## src/rtl/interrupt_moderator_if.sv

```systemverilog
// Handshake bundle between the packet/interrupt logic and the coalescing stage.
interface interrupt_moderator_if;
    logic pkt_event;
    logic int_issued;
    logic send_interrupt;

    // Upstream side: reports packets and interrupt acceptance, watches the request.
    modport master (
        output pkt_event,
        output int_issued,
        input  send_interrupt
    );

    // Coalescing stage side.
    modport slave (
        input  pkt_event,
        input  int_issued,
        output send_interrupt
    );
endinterface

```

## src/rtl/interrupt_moderator.sv

```systemverilog
// Interrupt coalescing stage: counts delivered packets and raises one held
// interrupt request when a packet threshold or a microsecond timeout is reached.
module interrupt_moderator #(
    parameter int CNT_W    = 16,
    parameter int TMR_W    = 20,
    parameter int PRESCALE = 250
) (
    input  logic                 trn_clk,
    input  logic                 trn_reset_n,
    interrupt_moderator_if.slave irq_bus,
    input  logic                 mod_enable,
    input  logic [CNT_W-1:0]     pkt_thresh,
    input  logic [TMR_W-1:0]     timeout_us,
    output logic [CNT_W-1:0]     pending_cnt,
    output logic [31:0]          irq_count
);

    localparam int PS_W = (PRESCALE > 2) ? $clog2(PRESCALE) : 1;

    typedef enum logic [1:0] {
        IDLE  = 2'd0,
        ARMED = 2'd1,
        FIRE  = 2'd2
    } state_t;

    state_t           state;
    logic [PS_W-1:0]  presc;
    logic [TMR_W-1:0] timer;
    logic [CNT_W-1:0] new_cnt;
    logic             send_q;

    logic [CNT_W-1:0] eff_thresh;
    logic [CNT_W-1:0] cnt_inc;
    logic [CNT_W-1:0] cnt_next;
    logic [CNT_W-1:0] new_inc;
    logic [CNT_W-1:0] new_next;
    logic [TMR_W-1:0] timer_next;
    logic             tick;
    logic             thresh_hit;
    logic             timeout_hit;

    assign irq_bus.send_interrupt = send_q;

    // Next-value helpers: saturating counters, prescaler tick and fire conditions.
    always_comb begin
        eff_thresh  = (pkt_thresh == '0) ? CNT_W'(1) : pkt_thresh;
        cnt_inc     = (pending_cnt == '1) ? pending_cnt : pending_cnt + CNT_W'(1);
        cnt_next    = irq_bus.pkt_event ? cnt_inc : pending_cnt;
        new_inc     = (new_cnt == '1) ? new_cnt : new_cnt + CNT_W'(1);
        new_next    = irq_bus.pkt_event ? new_inc : new_cnt;
        tick        = (presc == PS_W'(PRESCALE - 1));
        timer_next  = (tick && (timer != '1)) ? timer + TMR_W'(1) : timer;
        thresh_hit  = (cnt_next >= eff_thresh);
        timeout_hit = tick && (timeout_us != '0) && (timer_next == timeout_us);
    end

    // Coalescing FSM with registered request, counters and timer.
    always_ff @(posedge trn_clk or negedge trn_reset_n) begin
        if (!trn_reset_n) begin
            state       <= IDLE;
            send_q      <= 1'b0;
            pending_cnt <= '0;
            irq_count   <= '0;
            new_cnt     <= '0;
            presc       <= '0;
            timer       <= '0;
        end else begin
            case (state)
                IDLE: begin
                    send_q <= 1'b0;
                    if (irq_bus.pkt_event) begin
                        pending_cnt <= CNT_W'(1);
                        new_cnt     <= '0;
                        presc       <= '0;
                        timer       <= '0;
                        if (!mod_enable || (eff_thresh == CNT_W'(1))) begin
                            state  <= FIRE;
                            send_q <= 1'b1;
                        end else begin
                            state <= ARMED;
                        end
                    end
                end

                ARMED: begin
                    pending_cnt <= cnt_next;
                    presc       <= tick ? '0 : presc + PS_W'(1);
                    timer       <= timer_next;
                    if (thresh_hit || timeout_hit || (!mod_enable && (cnt_next != '0))) begin
                        state   <= FIRE;
                        send_q  <= 1'b1;
                        new_cnt <= '0;
                    end
                end

                FIRE: begin
                    if (irq_bus.int_issued) begin
                        send_q    <= 1'b0;
                        irq_count <= irq_count + 32'd1;
                        new_cnt   <= '0;
                        if (new_next != '0) begin
                            pending_cnt <= new_next;
                            presc       <= '0;
                            timer       <= '0;
                            state       <= ARMED;
                        end else begin
                            pending_cnt <= '0;
                            state       <= IDLE;
                        end
                    end else begin
                        send_q      <= 1'b1;
                        new_cnt     <= new_next;
                        pending_cnt <= cnt_next;
                    end
                end

                default: begin
                    state  <= IDLE;
                    send_q <= 1'b0;
                end
            endcase
        end
    end

endmodule

```

## src/flat_wrapper.sv

```systemverilog
// flat-port wrapper written by rule: the top's interface ports become plain ports
module interrupt_moderator_flat 
#(
    parameter int CNT_W    = 16,
    parameter int TMR_W    = 20,
    parameter int PRESCALE = 250
)
  (trn_clk, trn_reset_n, mod_enable, pkt_thresh, timeout_us, pending_cnt, irq_count, irq_bus_pkt_event, irq_bus_int_issued, irq_bus_send_interrupt);
  interrupt_moderator_if irq_bus_i ();
  input  logic trn_clk;
  input  logic trn_reset_n;
  input  logic mod_enable;
  input  logic [CNT_W-1:0] pkt_thresh;
  input  logic [TMR_W-1:0] timeout_us;
  output logic [CNT_W-1:0] pending_cnt;
  output logic [31:0] irq_count;
  input wire logic [$bits(irq_bus_i.pkt_event)-1:0] irq_bus_pkt_event;
  input wire logic [$bits(irq_bus_i.int_issued)-1:0] irq_bus_int_issued;
  output wire logic [$bits(irq_bus_i.send_interrupt)-1:0] irq_bus_send_interrupt;
  assign irq_bus_i.pkt_event = irq_bus_pkt_event;
  assign irq_bus_i.int_issued = irq_bus_int_issued;
  assign irq_bus_send_interrupt = irq_bus_i.send_interrupt;
  interrupt_moderator #(.CNT_W(CNT_W), .TMR_W(TMR_W), .PRESCALE(PRESCALE)) u_core (.trn_clk(trn_clk), .trn_reset_n(trn_reset_n), .irq_bus(irq_bus_i), .mod_enable(mod_enable), .pkt_thresh(pkt_thresh), .timeout_us(timeout_us), .pending_cnt(pending_cnt), .irq_count(irq_count));
endmodule
```

## config.mk

```make
export PLATFORM = sky130hd
export DESIGN_NAME = interrupt_moderator_flat
export DESIGN_NICKNAME = d
export VERILOG_FILES = /design/src/rtl/interrupt_moderator_if.sv /design/src/rtl/interrupt_moderator.sv /design/src/flat_wrapper.sv
export SDC_FILE = /design/constraint.sdc
export NUM_CORES = 1
export LEC_CHECK = 0
export CORE_MARGIN = 2
export CORE_UTILIZATION = 41
export DETAILED_ROUTE_END_ITERATION = 12
export GPL_ROUTABILITY_DRIVEN = 0
export PLACE_DENSITY = 0.74
export SLEW_MARGIN = 20
export SYNTH_ARGS = -nofsm -noshare
export SYNTH_HDL_FRONTEND = slang
export SYNTH_SLANG_ARGS = --single-unit
```

## constraint.sdc

```tcl
create_clock -name trn_clk -period 3.7 [get_ports trn_clk]
set_input_delay 0.74 -clock trn_clk [delete_from_list [all_inputs] [get_ports trn_clk]]
set_output_delay 0.74 -clock trn_clk [all_outputs]
set_load 0.05 [all_outputs]
```

==> results of run 1 <==
per-stage QoR:
step / hold WS, ns / power, mW / TNS, ns / std cells
6_report: 0.3876 / 3.813 / -0.1671 / 1248
5_1_grt: 0.4307 / 4.008 / -2.824 / 1248
4_1_cts: 0.4073 / 3.750 / 0 / 1238
2_1_floorplan: 0.4444 / 2.116 / -2.484 / 863
3_5_place_dp: 0.4675 / 2.666 / -13.28 / 1214
3_3_place_gp: 0.4585 / 2.639 / -11.01 / 1214
power by group:
group          leakage, nW  switching [mW]  internal [mW]
clock network        0.159           0.472          0.548
logic                 2.65            1.01          0.611
registers             1.29          0.0712           1.10
total                 4.10            1.56           2.26
registers in the layout, indices dropped and copies added, names as in the netlist:
| name | count |
|---|---|
| u_core.presc | 8 |
| u_core.state | 2 |
| u_core.irq_count | 32 |
| u_core.pending_cnt | 16 |
| u_core.new_cnt | 16 |
| u_core.timer | 20 |
| u_core.irq_bus.send_interrupt | 1 |
cells in the mapped netlist (5+ instances only):
master | n | share of area (%)
or4_1 | 11 | 1.1
nor2_1 | 50 | 2.6
o2bb2ai_1 | 6 | 0.72
xor2_1 | 18 | 2.2
and4_1 | 10 | 1.2
dfrtp_1 | 95 | 33
clkbuf_1 | 37 | 1.9
a21oi_1 | 18 | 1.2
buf_2 | 19 | 1.3
nand4b_1 | 5 | 0.60
a22o_1 | 15 | 1.8
ha_1 | 26 | 4.5
a2111oi_0 | 5 | 0.60
o31ai_1 | 11 | 1.1
nor4_1 | 18 | 1.5
o21ai_1 | 7 | 0.48
nor3_1 | 15 | 1.0
xnor2_1 | 60 | 7.2
o2111ai_1 | 6 | 0.72
o21ai_0 | 47 | 3.2
a211oi_1 | 9 | 0.93
nand4_1 | 28 | 2.4
mux2i_1 | 9 | 1.2
a21o_1 | 7 | 0.72
and2_1 | 6 | 0.52
nor3b_1 | 5 | 0.52
nor2b_1 | 5 | 0.43
nand2_1 | 88 | 4.5
or3_1 | 6 | 0.52
a31oi_1 | 9 | 0.77
or2_2 | 7 | 0.60
nand2b_1 | 6 | 0.52
o22ai_1 | 6 | 0.52
o211ai_1 | 7 | 0.72
and3_1 | 23 | 2.0
nand3_1 | 62 | 4.3
inv_1 | 35 | 1.8
metal layers:
metal  vias up  wire, um  global-route usage, %
met4         0       680                  8.935
met3        67      1878                  4.407
met5         -         0                      0
li1       3513         -                      -
met2       365     10320                  37.70
met1      3565      9514                  32.45
layout make-up:
cell class,instances,area share (%)
sequential,95,24.89
tap,225,2.929
clock buffer,9,2.343
timing repair buffer,203,18.40
inverter,35,1.367
multi-input combinational,674,49.00
clock inverter,7,1.068
worst register-to-register path, cell delays in order (launching register included):
cell and delay, ns:
dfrtp_2 0.42, buf_6 0.12, nand4_1 0.19, nor4_4 0.26
and3_4 0.25, nor2b_4 0.15, a21oi_2 0.07, ha_1 0.33
a211oi_2 0.30, a21bo_2 0.26, a211oi_2 0.19, nand4b_1 0.15
o2bb2a_4 0.25, a211oi_4 0.21, buf_6 0.16, buf_6 0.12
nor3_1 0.05, o22a_1 0.22
logic make-up after synthesis:
kind of cell    synth area share, %
xor+xnor                      9.401
buf+inv                       5.492
compound gates                19.70
fa+ha+maj                     4.477
flops                         32.71
simple gates                  26.36
mux                           1.860
what timing repair did:
item,CTS,global route
pin swaps,8,19
endpoints found under the hold margin,0,0
resized for setup,6,37
setup endpoints to repair,19,23
gates cloned,2,1
setup buffers,6,9
path summary, 6_finish.rpt:
| check | startpoint | end | slack (ns) | cells after the start |
|---|---|---|---|---|
| worst min-delay path | trn_reset_n | u_core.timer[8] | 0.39 | 1 |
| worst max-delay path | u_core.pending_cnt[1] | u_core.new_cnt[14] | -0.07 | 17 |
| worst min register to register | u_core.irq_count[31] | u_core.irq_count[31] | 0.47 | 1 |
| worst max register to register | u_core.pending_cnt[1] | u_core.new_cnt[14] | -0.07 | 17 |
| max in group asynchronous | trn_reset_n | u_core.irq_count[24] | 2.43 | 2 |
| min in group trn_clk | u_core.irq_count[31] | u_core.irq_count[31] | 0.47 | 1 |
==> out/metrics.csv, run 1 <==
metric;value;unit
Final Hold Fails;0;
CP max-delay cell;dfrtp_2;
Rows;48;
Detailed Route WL;22400;um
failing checks;setup timing;
sequential share of the synthesized area;32.71;%
Initial DRC Count;666;
Post-synth EDFFs;0;
Cell Chain, Critical Path;buf_6 > nand4_1 > nor4_4 > and3_4 > nor2b_4 > a21oi_2 > ha_1 > a211oi_2 > a21bo_2 > a211oi_2 > nand4b_1 > o2bb2a_4 > a211oi_4 > buf_6 > buf_6 > nor3_1 > o22a_1;
syn avg cell area;8.421;um2
worst rel slew slack;56.68;%
final core occ;55.56;%
share of cells above drive strength 1;19.55;%
Total GRT Usage;23.85;%
Post-layout nets;1085;
CP required;3.96;ns
Pwr Density;396.8;nW/um2
Die Width;137.1;um
Critical Path Start Type;flop;
Max-cap violations;0;
core area;17300;um2
buffers and inverters on the worst path;3;
Placed Instance Area;8992;um2
Fill cells;1590;
Yosys reg bits;95;
clk_skew;0.01087;ns
VDD IR-drop max;0.0002476;V
DR pass1 iterations;5;
fin area;9610;um2
final setup margin;-0.06582;ns
unrepaired setup endpoints after global routing;true;
CTS tree;yes;
most frequent cells in the layout;108 x buf_4, 87 x nand2_1, 87 x clkdlybuf4s50_1;
diode count;0;
most common cell after layout, fill and taps aside;buf_4;
Post-synth ARST share;100.0;%
Sink Count;95;
I/O pin cnt;90;
post-synth net total;930;
CP Data Arrival Time;4.02;ns
Die Area;18800;um2
clock period minus final worst setup slack;3.766;ns
cell mode on critical path;buf_6;
initial core utilization;42.01;%
pre-CTS setup slack;-0.6379;ns
Synth warnings;0;
crit-path max FO;6;
mapped cell area;7267;um2
largest net degree at the start of global routing;47;
gr ovfl total;0;
area delta synth->final;32.25;%
Avg WL per Cell;17.95;um
CTS Hold Buffers Added;0;
vias after detailed routing;7510;
Hold Path Class;in -> async;
period utilization;101.8;%
clock transition at the registers of the reported paths;0.08;ns
register area;2392;um2
outcome;finished, violations left;
Clock Latency Late Sink;0.36;ns
final setup vio count;12;
die height;137.1;um
crit path capture type;flop;
Longest Clk Path Bufs;2;
CP max stage delay;0.42;ns
DRC;0;
Clock Root Buffer;clkbuf_16;
area of the multi-input gates;4710;um2
global-route wire length before repair;35490;um
vias in the first global route;6850;
final-report max-slew violation count;0;
Crit Path Class;reg -> reg;
CP delay by family, top;compound AO/OA/AOI/OAI gates;
ANT nets after route;0;
vias per cell;6.018;
Main synth FF type;dfrtp_1;
synthesized instance count;863;
Fmax;0.2655;GHz
HPWL after DPL;16530;um
transition time of the tightest slew-check pin;0.6498;ns
Leak;4.100;nW
antenna violations before repair;0;
number of port buffers;89;
count of cell types in the netlist;73;
TritonCTS buffer count;9;
CTS H-tree depth;3;
No activity file was read; power rests on OpenSTA's default activity.
==> run 2: changes to the inputs <==
--- a/config.mk
+++ b/config.mk
@@ -5,7 +5,8 @@
 export SDC_FILE = /design/constraint.sdc
 export NUM_CORES = 1
 export LEC_CHECK = 0
-export CORE_MARGIN = 2
+export ABC_AREA = 0
+export CORE_MARGIN = 10
 export CORE_UTILIZATION = 41
 export DETAILED_ROUTE_END_ITERATION = 12
 export GPL_ROUTABILITY_DRIVEN = 0
==> run 2 against run 1 <==
Against the previous run:
- the flow still finishes with violations (setup timing)
- final area down 1.5%
- register-to-register slack better by 0.06 ns
- sequential cell count unchanged
- die area up 25%
- sequential power about the same
- total power down 1.4%
- core utilization down 1.0 points
- non-clock buffer count down 12
- worst setup slack better by 0.064 ns
- critical endpoint unchanged
- highest routed layer unchanged
==> out/metrics.csv, run 2 (same netlist as run 1, synthesis figures left out) <==
metric;value;unit
outcome;finished, violations left;
failing checks;setup timing;
worst hold endpoint;u_core.irq_count[31];
final setup margin;-0.001691;ns
Largest Register;u_core.irq_count;
sw frac;41.71;%
worst rel slew slack;36.87;%
clock period minus final worst setup slack;3.702;ns
CTS tree;yes;
Pwr Density;397.0;nW/um2
area delta synth->final;30.27;%
unrepaired setup endpoints after global routing;true;
clk_skew;0.01351;ns
Placed Instance Area;8987;um2
min-delay src;u_core.irq_count[31];
worst r2r dst;u_core.new_cnt[14];
Clock Root Buffer;clkbuf_16;
Detailed Route WL;22260;um
DR pass1 iterations;5;
Rows;48;
final setup vio count;2;
clock transition at the registers of the reported paths;0.08;ns
Post-layout nets;1073;
Fill cells;1581;
period utilization;100.0;%
Initial DRC Count;553;
hold path cells;1;
Critical Path Start Type;flop;
Reg2Reg Depth;16;
max reg flops;32;
largest net degree at the start of global routing;62;
Max-cap violations;0;
vias per cell;5.976;
pre-CTS setup slack;-0.7265;ns
Leak;4.017;nW
TritonCTS buffer count;9;
diode count;0;
crit path capture type;flop;
part of the power in registers;31.1;%
CTS H-tree depth;3;
vias after detailed routing;7386;
FF-to-FF Start;u_core.pending_cnt[0];
Die Width;153.1;um
number of port buffers;89;
Sink Count;95;
crit-path max FO;8;
transition time of the tightest slew-check pin;0.9351;ns
Final Hold Fails;0;
global-route wire length before repair;37070;um
gr ovfl total;0;
initial core utilization;41.87;%
Comb pwr share;43.1;%
Longest Clk Path Bufs;2;
CP Data Arrival Time;3.95;ns
fin area;9467;um2
Clk network pwr share;25.8;%
Sw Pwr;1.568;mW
most common cell after layout, fill and taps aside;buf_4;
Hold Path Class;reg -> reg;
Pint;2.191;mW
core area;17360;um2
Largest regs;u_core.irq_count x32, u_core.timer x20;
most frequent cells in the layout;98 x buf_4, 88 x nand2_1, 87 x clkdlybuf4s50_1;
R2R setup slack;-0.002;ns
final-report max-slew violation count;0;
Die Area;23450;um2
Clock Latency Late Sink;0.36;ns
HPWL after DPL;16820;um
share of cells above drive strength 1;17.61;%
ANT nets after route;0;
Avg WL per Cell;18.01;um
I/O pin cnt;90;
CP required;3.94;ns
vias in the first global route;7167;
Fmax;0.2701;GHz
DRC;0;
Crit Path Class;reg -> reg;
antenna violations before repair;0;
VDD IR-drop max;0.0003560;V
die height;153.1;um
CTS Hold Buffers Added;0;
Total GRT Usage;18.70;%
## run 2: changes by cell type in the layout (fill, tap and decap cells not counted), moves of 2 or more
| cell | delta |
|---|---|
| nor4_4 | -2 |
| buf_4 | -10 |
| buf_12 | +2 |
| nor4_2 | +2 |
| o21ai_0 | +2 |
| buf_2 | -2 |
| buf_6 | -3 |
| inv_6 | +2 |
## run 2: power groups by stage
stage	Sequential (mW)	Combinational [mW]	Clock (mW)
after detailed placement	1.19	1.54	0
final	1.17	1.62	0.970
after global routing	1.18	1.76	1.03
after CTS	1.17	1.58	0.992
after floorplan	1.31	0.806	0
after global placement	1.19	1.52	0
## run 2: worst max-delay path by stage
stage | slack, ns | from | endpoint | depth (start not counted)
global route | -0.15 | u_core.pending_cnt[0] | u_core.new_cnt[11] | 16
global placement | -0.57 | irq_bus_pkt_event | u_core.irq_bus.send_interrupt | 16
detailed placement | -0.73 | irq_bus_pkt_event | u_core.irq_bus.send_interrupt | 16
CTS | 0.008 | irq_bus_pkt_event | u_core.new_cnt[14] | 16
finish | -0.002 | u_core.pending_cnt[0] | u_core.new_cnt[14] | 16
floorplan | -0.19 | u_core.pending_cnt[1] | u_core.new_cnt[10] | 17
## run 2: layout make-up
class / instances / area, um2 / share of cell area (%)
clock buffer: 9 / 225.2 / 2.379
clock inverter: 7 / 86.33 / 0.9120
inverter: 35 / 131.4 / 1.388
multi-input combinational: 674 / 4657 / 49.19
sequential: 95 / 2391 / 25.26
tap: 225 / 281.5 / 2.974
timing repair buffer: 191 / 1694 / 17.90
## run 2: repair_timing
item | in CTS | in global routing
gates cloned | 2 | 0
setup buffers | 3 | 5
endpoints found under the setup margin | 19 | 19
pin swaps | 5 | 14
resized for setup | 8 | 17
## run 2: per-stage QoR
step                total power, mW  hold slack, ns  util, %   TNS [ns]  cells
CTS                           3.738          0.4787    53.97          0   1231
finish                        3.758          0.4772    54.54  -0.002328   1236
global placement              2.701          0.4636    51.78     -12.46   1210
detailed placement            2.728          0.4680    51.78     -16.51   1210
floorplan                     2.116          0.4444        -     -2.484    863
global route                  3.965          0.5052    54.54     -2.406   1236
## run 2: worst max-delay path, stage by stage, from the launching register on
cell and delay, ns:
dfrtp_2 0.41, ha_4 0.17, nand4_1 0.15, nor4_4 0.34, nand4b_1 0.16, and2_4 0.19
ha_4 0.21, a21o_1 0.16, a211oi_2 0.25, a21bo_2 0.26, a211oi_2 0.14, nand4b_1 0.15
o2bb2a_4 0.24, a211oi_4 0.35, buf_6 0.19, nor3_2 0.05, o22a_1 0.19
## run 2: per-layer routing
| metal | track usage [%] | vias up | routed length [um] |
|---|---|---|---|
| met5 | 0 | - | 0 |
| met4 | 6.176 | 0 | 429 |
| met3 | 3.479 | 33 | 1745 |
| met2 | 30.13 | 310 | 10300 |
| met1 | 24.61 | 3553 | 9787 |
| li1 | - | 3490 | - |
